**src/rtl/timer_pkg.sv**
```systemverilog
// Shared seconds-timer definitions: pulse-monitor state encoding and nominal period defaults.
package timer_pkg;

  typedef enum logic [1:0] {
    LOST   = 2'd0,
    ACQ    = 2'd1,
    LOCKED = 2'd2
  } pps_state_t;

  localparam logic [31:0] DEF_CLK_CNT = 32'd25000000;
  localparam logic [31:0] DEF_TOL     = 32'd1000;

endpackage

```
**src/rtl/pps_capture_if.sv**
```systemverilog
// Capture hand-off bundle: timestamp and period, qualified by cap_valid, accepted by cap_ack.
interface pps_capture_if;

  logic [31:0] cap_sec;
  logic [31:0] period;
  logic        cap_valid;
  logic        cap_ack;

  modport master (output cap_sec, output period, output cap_valid, input cap_ack);
  modport slave  (input cap_sec, input period, input cap_valid, output cap_ack);

endinterface

```
**src/rtl/pulse_sync.sv**
```systemverilog
// Two-flop synchroniser for the reference pulse plus edge detect; rise is 1 cycle wide.
// Rise asserts in the second cycle after pps_in is first sampled high; no backpressure.
module pulse_sync (
  input  logic clk,
  input  logic reset,
  input  logic pps_in,
  output logic rise
);

  logic sync1;
  logic sync2;
  logic prev;

  always_ff @(posedge clk) begin
    if (reset) begin
      sync1 <= 1'b0;
      sync2 <= 1'b0;
      prev  <= 1'b0;
    end else begin
      sync1 <= pps_in;
      sync2 <= sync1;
      prev  <= sync2;
    end
  end

  assign rise = sync2 & ~prev;

endmodule

```
**src/rtl/pps_capture.sv**
```systemverilog
// Timestamps reference-pulse edges, measures their period and tracks lock; capture regs load 2 edges after pps_in.
// A single capture register: a new capture overwrites unacknowledged data and sets sticky overrun.
module pps_capture import timer_pkg::*; #(
  parameter logic [31:0] CLK_CNT = DEF_CLK_CNT,
  parameter logic [31:0] TOL     = DEF_TOL
) (
  input  logic                 clk,
  input  logic                 reset,
  input  logic                 pps_in,
  input  logic [31:0]          tim,
  pps_capture_if.master        cap,
  output logic                 overrun,
  output logic                 locked,
  output logic                 lost
);

  localparam logic [32:0] LO_BOUND = {1'b0, CLK_CNT} - {1'b0, TOL};
  localparam logic [32:0] HI_BOUND = {1'b0, CLK_CNT} + {1'b0, TOL};
  localparam logic [31:0] TIMEOUT  = HI_BOUND[31:0];

  logic        rise;
  logic [31:0] sub_cnt;
  logic [31:0] meas;
  logic        in_range;
  pps_state_t  state;
  pps_state_t  state_nxt;
  logic [1:0]  good_cnt;
  logic [1:0]  good_nxt;
  logic        issue;
  logic [31:0] cap_sec_q;
  logic [31:0] period_q;
  logic        cap_valid_q;

  pulse_sync u_sync (
    .clk    (clk),
    .reset  (reset),
    .pps_in (pps_in),
    .rise   (rise)
  );

  assign meas     = sub_cnt + 32'd1;
  assign in_range = ({1'b0, meas} >= LO_BOUND) && ({1'b0, meas} <= HI_BOUND);

  // Saturating so a long-dead reference cannot wrap back into range.
  always_ff @(posedge clk) begin
    if (reset || rise) begin
      sub_cnt <= 32'd0;
    end else if (sub_cnt != 32'hFFFF_FFFF) begin
      sub_cnt <= sub_cnt + 32'd1;
    end
  end

  always_ff @(posedge clk) begin
    if (reset) begin
      state    <= LOST;
      good_cnt <= 2'd0;
    end else begin
      state    <= state_nxt;
      good_cnt <= good_nxt;
    end
  end

  always_comb begin
    state_nxt = state;
    good_nxt  = good_cnt;
    issue     = 1'b0;
    unique case (state)
      LOST: begin
        if (rise) begin
          state_nxt = ACQ;
          good_nxt  = 2'd0;
        end
      end
      ACQ: begin
        if (rise) begin
          issue = 1'b1;
          if (in_range) begin
            good_nxt = good_cnt + 2'd1;
            if (good_cnt == 2'd1) state_nxt = LOCKED;
          end else begin
            good_nxt = 2'd0;
          end
        end else if (sub_cnt == TIMEOUT) begin
          state_nxt = LOST;
        end
      end
      LOCKED: begin
        if (rise) begin
          issue = 1'b1;
          if (!in_range) begin
            state_nxt = ACQ;
            good_nxt  = 2'd0;
          end
        end else if (sub_cnt == TIMEOUT) begin
          state_nxt = LOST;
        end
      end
      default: state_nxt = LOST;
    endcase
  end

  // An ack coinciding with a new capture retires the old data, so no overrun.
  always_ff @(posedge clk) begin
    if (reset) begin
      cap_sec_q   <= 32'd0;
      period_q    <= 32'd0;
      cap_valid_q <= 1'b0;
      overrun     <= 1'b0;
    end else if (issue) begin
      cap_sec_q   <= tim;
      period_q    <= meas;
      cap_valid_q <= 1'b1;
      if (cap_valid_q && !cap.cap_ack) overrun <= 1'b1;
    end else if (cap_valid_q && cap.cap_ack) begin
      cap_valid_q <= 1'b0;
    end
  end

  assign cap.cap_sec   = cap_sec_q;
  assign cap.period    = period_q;
  assign cap.cap_valid = cap_valid_q;
  assign locked        = (state == LOCKED);
  assign lost          = (state == LOST);

endmodule

```
**src/flat_wrapper.sv**
```systemverilog
// flat-port wrapper written by rule: the top's interface ports become plain ports
module pps_capture_flat import timer_pkg::*;
#(
  parameter logic [31:0] CLK_CNT = DEF_CLK_CNT,
  parameter logic [31:0] TOL     = DEF_TOL
)
  (clk, reset, pps_in, tim, overrun, locked, lost, cap_cap_sec, cap_period, cap_cap_valid, cap_cap_ack);
  pps_capture_if cap_i ();
  input  logic clk;
  input  logic reset;
  input  logic pps_in;
  input  logic [31:0] tim;
  output logic overrun;
  output logic locked;
  output logic lost;
  output wire logic [$bits(cap_i.cap_sec)-1:0] cap_cap_sec;
  output wire logic [$bits(cap_i.period)-1:0] cap_period;
  output wire logic [$bits(cap_i.cap_valid)-1:0] cap_cap_valid;
  input wire logic [$bits(cap_i.cap_ack)-1:0] cap_cap_ack;
  assign cap_cap_sec = cap_i.cap_sec;
  assign cap_period = cap_i.period;
  assign cap_cap_valid = cap_i.cap_valid;
  assign cap_i.cap_ack = cap_cap_ack;
  pps_capture #(.CLK_CNT(CLK_CNT), .TOL(TOL)) u_core (.clk(clk), .reset(reset), .pps_in(pps_in), .tim(tim), .cap(cap_i), .overrun(overrun), .locked(locked), .lost(lost));
endmodule
```
**config.mk**
```make
export PLATFORM = sky130hd
export DESIGN_NAME = pps_capture_flat
export DESIGN_NICKNAME = d
export VERILOG_FILES = /design/src/rtl/timer_pkg.sv /design/src/rtl/pps_capture_if.sv /design/src/rtl/pulse_sync.sv /design/src/rtl/pps_capture.sv /design/src/flat_wrapper.sv
export SDC_FILE = /design/constraint.sdc
export NUM_CORES = 1
export LEC_CHECK = 0
export CORE_MARGIN = 3
export CORE_UTILIZATION = 37
export DETAILED_ROUTE_END_ITERATION = 16
export PLACE_DENSITY = 0.61
export REMOVE_ABC_BUFFERS = 1
export SKIP_CTS_REPAIR_TIMING = 1
export SLEW_MARGIN = 20
export SYNTH_ARGS = -nofsm -noshare
export SYNTH_HDL_FRONTEND = slang
export SYNTH_SLANG_ARGS = --single-unit
```
**constraint.sdc**
```tcl
create_clock -name clk -period 4.75 [get_ports clk]
set_input_delay 0.7125 -clock clk [delete_from_list [all_inputs] [get_ports clk]]
set_output_delay 0.7125 -clock clk [all_outputs]
set_load 0.01 [all_outputs]
```
[Word-level counts from Yosys, hierarchy flattened]
Cells that the tools add are included.
Word-level totals
  register bits after elaboration: 105
  bits in latches: 0
  bits in writable memories: 0
  bits in read-only memories: 0
  input port bits: 36
  output and inout bits: 68
  word-level logic and storage cells: 58
  memories: 0
Cells by class
  add/subtract/negate cells: 2
  multipliers: 0
  div/mod/pow operators: 0
  magnitude comparators: 2
  eq/ne operators: 12
  shift operators: 0
  multiplexer cells: 18
  bitwise logic cells: 2
  reduce and logical (&&, ||, !) cells: 12
Operators with widths (number)
  $add A32 B1 Y32 const B: 1
  $eq A32 B25 Y1 const B: 1
  $ge A32 B25 Y1 const B: 1
  $le A32 B25 Y1 const B: 1
  $ne A32 B32 Y1 const B: 1
  $mux W2: 12
  $pmux W2 S3: 2
  $ne A3 B3 Y1 const B: 3
  $ne A2 B1 Y1 const B: 3
  $reduce_and A5 Y1: 1
  $eq A2 B1 Y1 const B: 2
  $mux W1: 4
  $reduce_and A4 Y1: 1
  $logic_and A1 B1 Y1: 3
  $reduce_bool A3 Y1: 1
  $add A2 B1 Y2 const B: 1
  $eq A2 B2 Y1 const B: 1
  $logic_not A2 Y1: 1
  $ne A2 B2 Y1 const B: 1
  $reduce_and A2 Y1: 1
  $reduce_bool A2 Y1: 1
  $reduce_or A2 Y1: 1
  $and A1 B1 Y1: 1
  $logic_not A1 Y1: 1
  other kinds (2): 2

[Depth between registers and ports, before layout]
Gate-level depths: netlist (run 1).
  depth after elaboration: 6
  gate-level depth with buffers: 12

[Cells and area by module]
A second synthesis (run 1) with hierarchy kept.
Unflattened totals
  cell total of the unflattened synthesis: 573
  area total of the unflattened synthesis: 4753.3 sq um
Modules (own cells, without submodules)
  pps_capture: instances 1, cells each 566, area each 4665.7 sq um, sequential area each 2042.0 sq um
  pulse_sync: instances 1, cells each 7, area each 87.6 sq um, sequential area each 60.1 sq um

[Least setup slack after synthesis (run 1)]
Ideal clock, no wire load.
  path type: flip-flop to flip-flop
  from: reg u_core.sub_cnt[0]
  to: reg u_core.state[0]
  arrival: 3.314 ns
  data required time: 4.690 ns
  slack: 1.375 ns
  stages on the path, launching flop included: 13
  clock period less this slack: 3.375 ns
  path through: dfxtp_1 > ha_1 > buf_2 > nand2_1 > or4_1 > clkbuf_1 > nor3_1 > o22ai_1 > or3_1 > or2_2 > o41a_1 > a2111oi_1 > a41o_1
Between the ends
  cells in the longest elaborated chain, start to end: 5
  elaborated cells between the ends (all ways): 12
Ends and longest elaborated chain
  from (decl): RTL line pps_capture.sv:22  | logic [31:0] sub_cnt;
  from (signal assigned): RTL line pps_capture.sv:49  | sub_cnt <= sub_cnt + 32'd1;
  $add A32 B1 Y32: RTL line pps_capture.sv:41  | assign meas = sub_cnt + 32'd1;
  $ge A32 B25 Y1 or $le A32 B25 Y1 (tied branches): RTL line pps_capture.sv:42  | assign in_range = ({1'b0, meas} >= LO_BOUND) && ({1'b0, meas} <= HI_BOUND);
  $logic_and A1 B1 Y1: RTL line pps_capture.sv:42
  $ne A3 B3 Y1 (no source line)
  $reduce_and A4 Y1 (no source line)
  to (signal assigned): RTL line pps_capture.sv:58  | state <= state_nxt;
  to (decl): RTL line pps_capture.sv:25  | pps_state_t state;
Parallel ways exist; a longest one is shown, timed or not.
A chain may end at the register's enable or synchronous reset.

[Worst setup path in the final report (run 1)]
  from: reg u_core.sub_cnt[0]
  to: reg u_core.state[1]
Same word-level chain as after synthesis.

==> results of run 1 <==
## cells by family (layout without fill, tap and decap cells)
family | Yosys count | count (layout)
AND/OR/NAND/NOR | 239 | 239
AO/OA/AOI/OAI | 129 | 129
flip-flops | 105 | 105
buffers and inverters | 52 | 138
XOR/XNOR | 30 | 30
adder cells (fa/ha/maj) | 7 | 7
multiplexers | 4 | 4
## layout make-up
cell class	count	area (µm²)	area share
clock buffers	10	229	0.0374
clock inverters	6	66.3	0.0108
inverters	13	48.8	0.00797
multi-input cells	409	2390	0.391
flip-flops and latches	105	2100	0.343
well taps	168	210	0.0343
repair buffers	109	1070	0.175
## worst max-delay path by stage
| stage | from | endpoint | slack [ns] | cells after the start |
|---|---|---|---|---|
| after floorplan | u_core.sub_cnt[0]$_SDFFE_PP0P_ | u_core.state[0]$_SDFFE_PP0P_ | 1.39 | 10 |
| after global placement | u_core.sub_cnt[0]$_SDFFE_PP0P_ | u_core.state[0]$_SDFFE_PP0P_ | 1.07 | 10 |
| after detailed placement | u_core.sub_cnt[0]$_SDFFE_PP0P_ | u_core.state[1]$_SDFFE_PP0P_ | 0.86 | 10 |
| after CTS | u_core.sub_cnt[0]$_SDFFE_PP0P_ | u_core.state[1]$_SDFFE_PP0P_ | 0.85 | 10 |
| after global routing | u_core.sub_cnt[0]$_SDFFE_PP0P_ | u_core.state[1]$_SDFFE_PP0P_ | 0.42 | 10 |
| final | u_core.sub_cnt[0]$_SDFFE_PP0P_ | u_core.state[1]$_SDFFE_PP0P_ | 0.79 | 10 |
## where the power goes
part	internal, W	switching, W	total, W
clock	0.000411	0.000334	0.000745
combinational	0.0000995	0.0000985	0.000198
sequential	0.000905	0.0000180	0.000923
total	0.00142	0.000451	0.00187
## metal layers
layer,global-route usage,share of wire
met2,0.282,0.44
met5,0,0
met4,0.0521,0.015
met1,0.255,0.48
met3,0.0464,0.067
## through the flow
| step | util | hold WS, ns | worst slack [ns] | instances |
|---|---|---|---|---|
| final | 0.501 | 0.453 | 0.793 | 820 |
| after global routing | 0.501 | 0.474 | 0.423 | 820 |
| after CTS | 0.501 | 0.456 | 0.849 | 820 |
| after detailed placement | 0.477 | 0.440 | 0.860 | 804 |
| after global placement | 0.477 | 0.425 | 1.07 | 804 |
| after floorplan | - | 0.414 | 1.39 | 527 |
## cell usage in the layout (no fill, tap or decap), drive strengths merged, types with 3 or more instances in the layout
master,instances
inv,14
nor2b,4
clkinv,4
and2,4
nor2,58
dfxtp,105
nand3,16
o21ai,3
buf,7
mux2i,4
nor4,11
and4,4
xor2,7
or4,6
a21oi,69
clkbuf,10
a211oi,32
o31ai,4
nor4b,3
xnor2,23
nand4,15
or3,7
nand2b,3
nand2,83
nor3,12
clkdlybuf4s50,102
and3,6
ha,7
## tightest hold or removal path, stage by stage (launching register included)
cell and delay, ns:
dfxtp_1 0.31, nand2_1 0.05, a21oi_1 0.05
## state kept, by name, summed over array words and instances (netlist names)
| register | cells |
|---|---|
| u_core.cap.cap_sec | 32 |
| u_core.cap.cap_valid | 1 |
| u_core.cap.period | 32 |
| u_core.good_cnt | 2 |
| u_core.overrun | 1 |
| u_core.state | 2 |
| u_core.sub_cnt | 32 |
| u_core.u_sync.prev | 1 |
| u_core.u_sync.sync1 | 1 |
| u_core.u_sync.sync2 | 1 |
==> results.py, run 1 <==
metrics = {
    "run_status": {
        "run_status": "finished clean",
    },
    "floorplanning": {
        "start_util": 0.385,
        "fp.dieW_um": 119,
        "die_y_um": 119,
        "row_count": 40,
        "die_area_um2": 14100,
        "ios": 104,
        "core_um2": 12200,
    },
    "finish": {
        "nets": 690,
        "fin_area_um2": 6120,
        "num_antenna_cells": 0,
        "area_growth_pct": 30.2,
        "layout-drive-gt1-share": 0.0521,
        "fillers": 1211,
    },
    "detailed_routing": {
        "viasPerCell": 5.25,
        "vias": 4309,
        "drc": 0,
        "drt_pass1_iterations": 4,
        "wl_um": 12700,
        "drtAntennaViolNets": 0,
        "first_iter_violations": 235,
        "wire_per_inst_um": 15.5,
    },
    "critical_path": {
        "reg2reg_to": "u_core.state[1]$_SDFFE_PP0P_",
        "reg2regPathDepth": 10,
        "endpoint_kind": "flip-flop",
        "max_stage_delay_ns": 0.69,
        "path_buf_inv": 0,
        "start_kind": "flip-flop",
        "critPathKind": "flip-flop to flip-flop",
        "worst_path_dominant_cell_family": "simple AND/OR/NAND/NOR gates",
        "crit_fanout": 8,
        "arrival_ns": 4.21,
        "slowest_stage": "or4_1",
        "worstPathCellList": "ha_1 > nand2_1 > or4_1 > nor3_1 > o22ai_1 > or3_1 > or2_2 > nor4_1 > a31oi_1 > o31ai_1",
        "reg2reg_slack_ns": 0.79,
        "worstPathRequired_ns": 5.00,
        "crit-reg2reg-launch": "u_core.sub_cnt[0]$_SDFFE_PP0P_",
    },
    "logic_synthesis": {
        "yosysMostFrequentCell": "dfxtp_1",
        "ys_seq_area_frac": 0.447,
        "netlist_area_um2": 4700,
        "synth.avg_cell_area_um2": 8.31,
        "synth_top_family_by_area": "simple AND/OR/NAND/NOR gates",
        "synth-async-reset-ratio": 0,
        "synth_area_leader_cell": "dfxtp_1",
        "synthCells": 566,
        "synth_edf_count": 0,
        "synthFlopType": "dfxtp_1",
        "synthAdderAreaFrac": 0.0186,
        "synth-xor-area-share": 0.0559,
        "muxShareOfSynthArea": 0.00852,
        "synth_area_leaders": "dfxtp_1, a21oi_1, nand2_1",
        "ys_warn_count": 0,
        "yosys.area_share.simple": 0.249,
        "synth-compound-area-share": 0.175,
        "ys_seq_elements": 105,
        "synth_top_area_frac": 0.447,
        "synth_cell_types": 59,
        "synth_common_cells": "dfxtp_1, nand2_1, a21oi_1, nor2_1, a211oi_1",
    },
    "global_route": {
        "grt_pass1_vias": 4038,
        "grt_pass1_wl_um": 21100,
        "grt_usage": 0.183,
        "grt-ovfl-total": 0,
        "grt_max_degree": 96,
        "antenna_found_initial": 0,
    },
    "sta": {
        "max_slew_margin": 0.349,
        "fin_tns_setup_ns": 0,
        "timing.fmax_mhz": 253,
        "finalCritPeriodShare": 0.833,
        "tightest_slew_ns": 0.977,
        "timing.final.max_slew_violations": 0,
        "report.final.hold_viol_count": 0,
        "rsz0062_at_grt": "no",
        "period_needed_ns": 3.96,
        "skew_ns": 0.00767,
        "setup_viol": 0,
    },
    "clock_tree": {
        "cts_tree": "yes",
        "cts.sinks": 105,
        "htreeDepth": 3,
        "clk_path_buf_depth": 2,
        "clk_latency_ns": 0.35,
        "cts.clk_slew.worst_paths_ns": 0.07,
        "numCtsBuffers": 9,
        "root_buffer": "clkbuf_16",
    },
    "placement": {
        "dp_hpwl_um": 8940,
        "gp_congestion": 0.887,
        "numPortBuffers": 103,
        "postPlaceCellArea_um2": 5820,
    },
    "power_and_ir_drop": {
        "ir_worst_vdd_v": 0.000181,
        "power_density_nw_per_um2": 305,
        "finalPower_w": 0.00187,
        "leakage_nw": 1.93,
    },
    "min_path": {
        "min_from": "u_core.cap.cap_sec[12]$_SDFFE_PP0P_",
        "whs_path_depth": 2,
        "whs_endpoint": "u_core.cap.cap_sec[12]$_SDFFE_PP0P_",
        "hold_path.class": "flip-flop to flip-flop",
    },
    "flow_run": {
        "drv_cap": 0,
    },
}
No activity file was read; power rests on OpenSTA's default activity.
==> run 2: changes to the inputs <==
==> constraint.sdc (replaced) <==
create_clock -name clk -period 3.7 [get_ports clk]
set_input_delay 0.555 -clock clk [delete_from_list [all_inputs] [get_ports clk]]
set_output_delay 0.555 -clock clk [all_outputs]
set_load 0.01 [all_outputs]
==> run 2 against run 1 <==
- cell area grew 1.7%
- largest power group unchanged
- flip-flop and latch count is the same
- final cell count grew 1.5%
- fmax grew 13%
- clock skew is essentially flat
- sequential share of layout area shrank 0.57 points
- power grew 26%
==> results.py, run 2 (synthesis gave the netlist of run 1 again) <==
metrics = {
    "run_status": {
        "run_status": "finished clean",
    },
    "placement": {
        "dpl_worst_slack_ns": 0.00989,
        "dp_hpwl_um": 9040,
        "gp_congestion": 0.882,
        "place_inst": 816,
        "numPortBuffers": 103,
    },
    "detailed_routing": {
        "drtAntennaViolNets": 0,
        "drc": 0,
        "wire_per_inst_um": 15.3,
        "routed.top_layer": "met4",
        "first_iter_violations": 256,
        "wirelength_met1_um": 6190,
        "wl_met2_um": 5650,
        "vias": 4360,
        "drt_pass1_iterations": 5,
        "viasPerCell": 5.24,
        "wl_um": 12700,
        "met3_length_um": 701,
    },
    "finish": {
        "layout_commonest_cell": "dfxtp_1",
        "nets": 702,
        "layout-drive-gt1-share": 0.0813,
        "stdcell_count": 832,
        "area_growth_pct": 32.4,
        "final_util": 0.510,
        "final_cell_mix": "dfxtp_1, clkdlybuf4s50_1, nand2_1, a21oi_1, nor2_1",
        "seqCellArea_um2": 2100,
        "fillers": 1239,
        "multi_input_area_um2": 2420,
        "num_antenna_cells": 0,
    },
    "min_path": {
        "hold_path.class": "flip-flop to flip-flop",
        "whs_path_depth": 1,
    },
    "floorplanning": {
        "die_y_um": 119,
        "fp.dieW_um": 119,
        "die_area_um2": 14100,
        "row_count": 40,
        "core_um2": 12200,
        "start_util": 0.385,
        "ios": 104,
    },
    "critical_path": {
        "arrival_ns": 3.78,
        "worstPathCellList": "nand4_1 > or4_4 > xnor2_1 > or3_1 > nor4_1 > a31oi_1 > o41a_1 > a2111oi_2 > a41o_1",
        "start_kind": "flip-flop",
        "max_stage_delay_ns": 0.61,
        "slowest_stage": "or4_4",
        "crit_fanout": 8,
        "worstPathRequired_ns": 3.99,
        "reg2reg_slack_ns": 0.21,
        "endpoint_kind": "flip-flop",
        "reg2regPathDepth": 9,
        "critPathKind": "flip-flop to flip-flop",
    },
    "clock_tree": {
        "numCtsBuffers": 9,
        "cts.sinks": 105,
        "clk_latency_ns": 0.35,
        "cts_tree": "yes",
        "cts.clk_slew.worst_paths_ns": 0.07,
        "htreeDepth": 3,
        "root_buffer": "clkbuf_16",
        "clk_path_buf_depth": 2,
    },
    "global_route": {
        "grt_usage": 0.184,
        "grt_pass1_vias": 4167,
        "grt_pass1_wl_um": 21300,
        "grt-ovfl-total": 0,
        "grt_max_degree": 96,
        "antenna_found_initial": 0,
    },
    "sta": {
        "timing.fmax_mhz": 287,
        "timing.final.max_slew_violations": 0,
        "report.final.hold_viol_count": 0,
        "tightest_slew_ns": 0.950,
        "skew_ns": 0.00799,
        "max_slew_margin": 0.367,
        "fin_ws_ns": 0.210,
        "finalCritPeriodShare": 0.943,
        "setup_viol": 0,
        "period_needed_ns": 3.49,
        "rsz0062_at_grt": "no",
    },
    "power_and_ir_drop": {
        "leakage_nw": 1.98,
        "power_density_nw_per_um2": 379,
        "finalPower_w": 0.00236,
        "ir_worst_vdd_v": 0.000214,
    },
    "flow_run": {
        "drv_cap": 0,
    },
}
## run 2: changes by cell type in the layout (fill, tap and decap cells not counted), sizes merged
cell	change
buf	+12
bufinv	-1
clkinv	-3
clkbuf	+1
clkinvlp	+2
inv	+1
## run 2: path summary, 6_finish.rpt
check	from	to
worst max register to register	u_core.sub_cnt[10]$_SDFFE_PP0P_	u_core.state[0]$_SDFFE_PP0P_
worst min-delay path	u_core.u_sync.sync1$_SDFF_PP0_	u_core.u_sync.sync2$_SDFF_PP0_
worst max-delay path	u_core.sub_cnt[10]$_SDFFE_PP0P_	u_core.state[0]$_SDFFE_PP0P_
worst min register to register	u_core.u_sync.sync1$_SDFF_PP0_	u_core.u_sync.sync2$_SDFF_PP0_
## run 2: critical path, delay by kind of cell (launching register included)
family	cells	cell delay, ns
AO/OA/AOI/OAI	4	1.16
XOR/XNOR	1	0.20
flip-flops	1	0.47
AND/OR/NAND/NOR	4	1.59
## run 2: through the flow
stage | area, µm² | TNS, ns | hold slack [ns]
floorplan | 4540 | 0 | 0.414
global placement | 5910 | 0 | 0.426
detailed placement | 5910 | 0 | 0.440
CTS | 6190 | -0.00591 | 0.456
global route | 6230 | 0 | 0.470
finish | 6230 | 0 | 0.452
## run 2: power by group
| part | switching, W | total, W | internal [W] |
|---|---|---|---|
| sequential | 0.0000210 | 0.00118 | 0.00116 |
| combinational | 0.000131 | 0.000267 | 0.000136 |
| clock | 0.000428 | 0.000907 | 0.000479 |
## run 2: layout make-up
cell class                      instances  share of cell area
Clock buffer                           11              0.0390
Clock inverter                          5             0.00603
Inverter                               13             0.00784
Multi-Input combinational cell        409               0.389
Sequential cell                       105               0.338
Tap cell                              168              0.0338
Timing Repair Buffer                  121               0.186
## run 2: routing by layer
layer | track usage | up-vias
li1 | - | 2178
met1 | 0.253 | 2027
met2 | 0.285 | 142
met3 | 0.0407 | 13
met4 | 0.0608 | 0
met5 | 0 | -
==> run 3: changes to the inputs <==
--- a/config.mk
+++ b/config.mk
@@ -8,6 +8,7 @@
 export CORE_MARGIN = 3
 export CORE_UTILIZATION = 37
 export DETAILED_ROUTE_END_ITERATION = 16
+export GPL_ROUTABILITY_DRIVEN = 0
 export PLACE_DENSITY = 0.61
 export REMOVE_ABC_BUFFERS = 1
 export SKIP_CTS_REPAIR_TIMING = 1
==> run 3 against run 2 <==
- cell area fell by 0.14%
- via count rose by 0.57%
- power rose by 2.6%
- global-route usage fell by 0.65 points
- flip-flop and latch count did not move
- routed wire length fell by 1.9%
- first-iteration DRC count rose by 39%
- utilization fell by 0.072 points
- critical endpoint unchanged
- highest routed layer unchanged
==> results.py, run 3 (synthesis gave the netlist of run 1 again) <==
metrics = {
    "detailed_routing": {
        "first_iter_violations": 357,
        "drc": 0,
        "drt_pass1_iterations": 5,
        "vias": 4385,
        "drtAntennaViolNets": 0,
        "wire_per_inst_um": 15.1,
        "viasPerCell": 5.31,
        "wl_um": 12500,
    },
    "finish": {
        "layout-drive-gt1-share": 0.0729,
        "fillers": 1220,
        "final_util": 0.509,
        "nets": 696,
        "final_cell_mix": "dfxtp_1, clkdlybuf4s50_1, nand2_1, a21oi_1, nor2_1",
        "layout_commonest_cell": "dfxtp_1",
        "fin_area_um2": 6220,
        "area_growth_pct": 32.3,
        "num_antenna_cells": 0,
    },
    "critical_path": {
        "start_kind": "flip-flop",
        "worstPathCellList": "nand4_1 > or4_1 > nor4_2 > o22ai_1 > or3_1 > or4_1 > o31ai_1 > a2111oi_1 > a41o_1",
        "cpMostUsedCell": "or4_1",
        "critPathKind": "flip-flop to flip-flop",
        "worstPathRequired_ns": 3.94,
        "arrival_ns": 3.76,
        "max_stage_delay_ns": 0.68,
        "slowest_stage": "or4_1",
        "path_buf_inv": 0,
        "endpoint_kind": "flip-flop",
        "worst_path_dominant_cell_family": "simple AND/OR/NAND/NOR gates",
        "crit_fanout": 8,
        "reg2reg_slack_ns": 0.18,
    },
    "sta": {
        "skew_ns": 0.00563,
        "setup_viol": 0,
        "fin_tns_setup_ns": 0,
        "finalCritPeriodShare": 0.951,
        "report.final.hold_viol_count": 0,
        "max_slew_margin": 0.359,
        "timing.fmax_mhz": 284,
        "period_needed_ns": 3.52,
        "timing.final.max_slew_violations": 0,
        "tightest_slew_ns": 0.961,
    },
    "clock_tree": {
        "clk_latency_ns": 0.35,
        "htreeDepth": 3,
        "clk_path_buf_depth": 2,
        "numCtsBuffers": 9,
        "cts.sinks": 105,
        "root_buffer": "clkbuf_16",
        "cts.clk_slew.worst_paths_ns": 0.07,
        "cts_tree": "yes",
    },
    "floorplanning": {
        "die_y_um": 119,
        "start_util": 0.385,
        "die_area_um2": 14100,
        "ios": 104,
        "core_um2": 12200,
        "fp.dieW_um": 119,
        "row_count": 40,
    },
    "placement": {
        "postPlaceCellArea_um2": 5870,
        "numPortBuffers": 103,
        "dp_hpwl_um": 8620,
    },
    "global_route": {
        "grt-ovfl-total": 0,
        "antenna_found_initial": 0,
        "grt_pass1_wl_um": 20700,
        "grt_usage": 0.177,
        "grt_pass1_vias": 4077,
        "grt_max_degree": 96,
    },
    "min_path": {
        "hold_path.class": "flip-flop to flip-flop",
    },
    "flow_run": {
        "drv_cap": 0,
    },
    "power_and_ir_drop": {
        "power_density_nw_per_um2": 389,
        "leakage_nw": 1.97,
        "ir_worst_vdd_v": 0.000162,
    },
    "run_status": {
        "run_status": "finished clean",
    },
}
## run 3: cell types whose count changed in the layout (fill, tap and decap cells not counted), sizes merged
cell and delta:
clkbuf +1, buf -6, inv -1, bufinv +1
clkinv +1, clkinvlp -2
## run 3: metrics by stage
stage	hold WS (ns)	instances	total power [W]	worst slack [ns]
finish	0.438	826	0.00242	0.181
global placement	0.425	810	0.00146	0.181
CTS	0.445	826	0.00245	0.0245
floorplan	0.414	527	0.00133	0.336
detailed placement	0.429	810	0.00147	0.0711
global route	0.467	826	0.00253	-0.0212
## run 3: cell type report
class                   count  area [µm²]  share of cell area
clock buffers              12         256              0.0413
clock inverters             4        48.8             0.00785
inverters                  13        48.8             0.00785
multi-input cells         409        2430               0.392
flip-flops and latches    105        2100               0.338
well taps                 168         210              0.0338
repair buffers            115        1120               0.180
## run 3: worst paths after layout
path / from / to / cells after the start
setup / recovery: u_core.sub_cnt[10]$_SDFFE_PP0P_ / u_core.state[0]$_SDFFE_PP0P_ / 9
hold / removal: u_core.u_sync.sync1$_SDFF_PP0_ / u_core.u_sync.sync2$_SDFF_PP0_ / 1
setup reg to reg: u_core.sub_cnt[10]$_SDFFE_PP0P_ / u_core.state[0]$_SDFFE_PP0P_ / 9
hold reg to reg: u_core.u_sync.sync1$_SDFF_PP0_ / u_core.u_sync.sync2$_SDFF_PP0_ / 1
## run 3: worst reg2reg max path: cells and delay by family, from the launching register on
kind | cells | cell delay, ns
DFF | 1 | 0.46
AOI/OAI and AO/OA | 4 | 0.88
and+or+nand+nor | 5 | 2.07
## run 3: metal layers
metal / global-route usage / wire length (µm) / vias to the layer above
met4: 0.0587 / 173 / 0
met5: 0 / 0 / -
met2: 0.274 / 5600 / 157
met3: 0.0440 / 837 / 17
met1: 0.242 / 5870 / 2041
li1: - / - / 2170
## run 3: power by group
part	switching [W]	leakage, nW	internal [W]	total [W]
logic	0.000131	0.968	0.000131	0.000262
registers	0.0000207	0.848	0.00116	0.00118
clock network	0.000411	0.153	0.000562	0.000973
total	0.000563	1.97	0.00186	0.00242
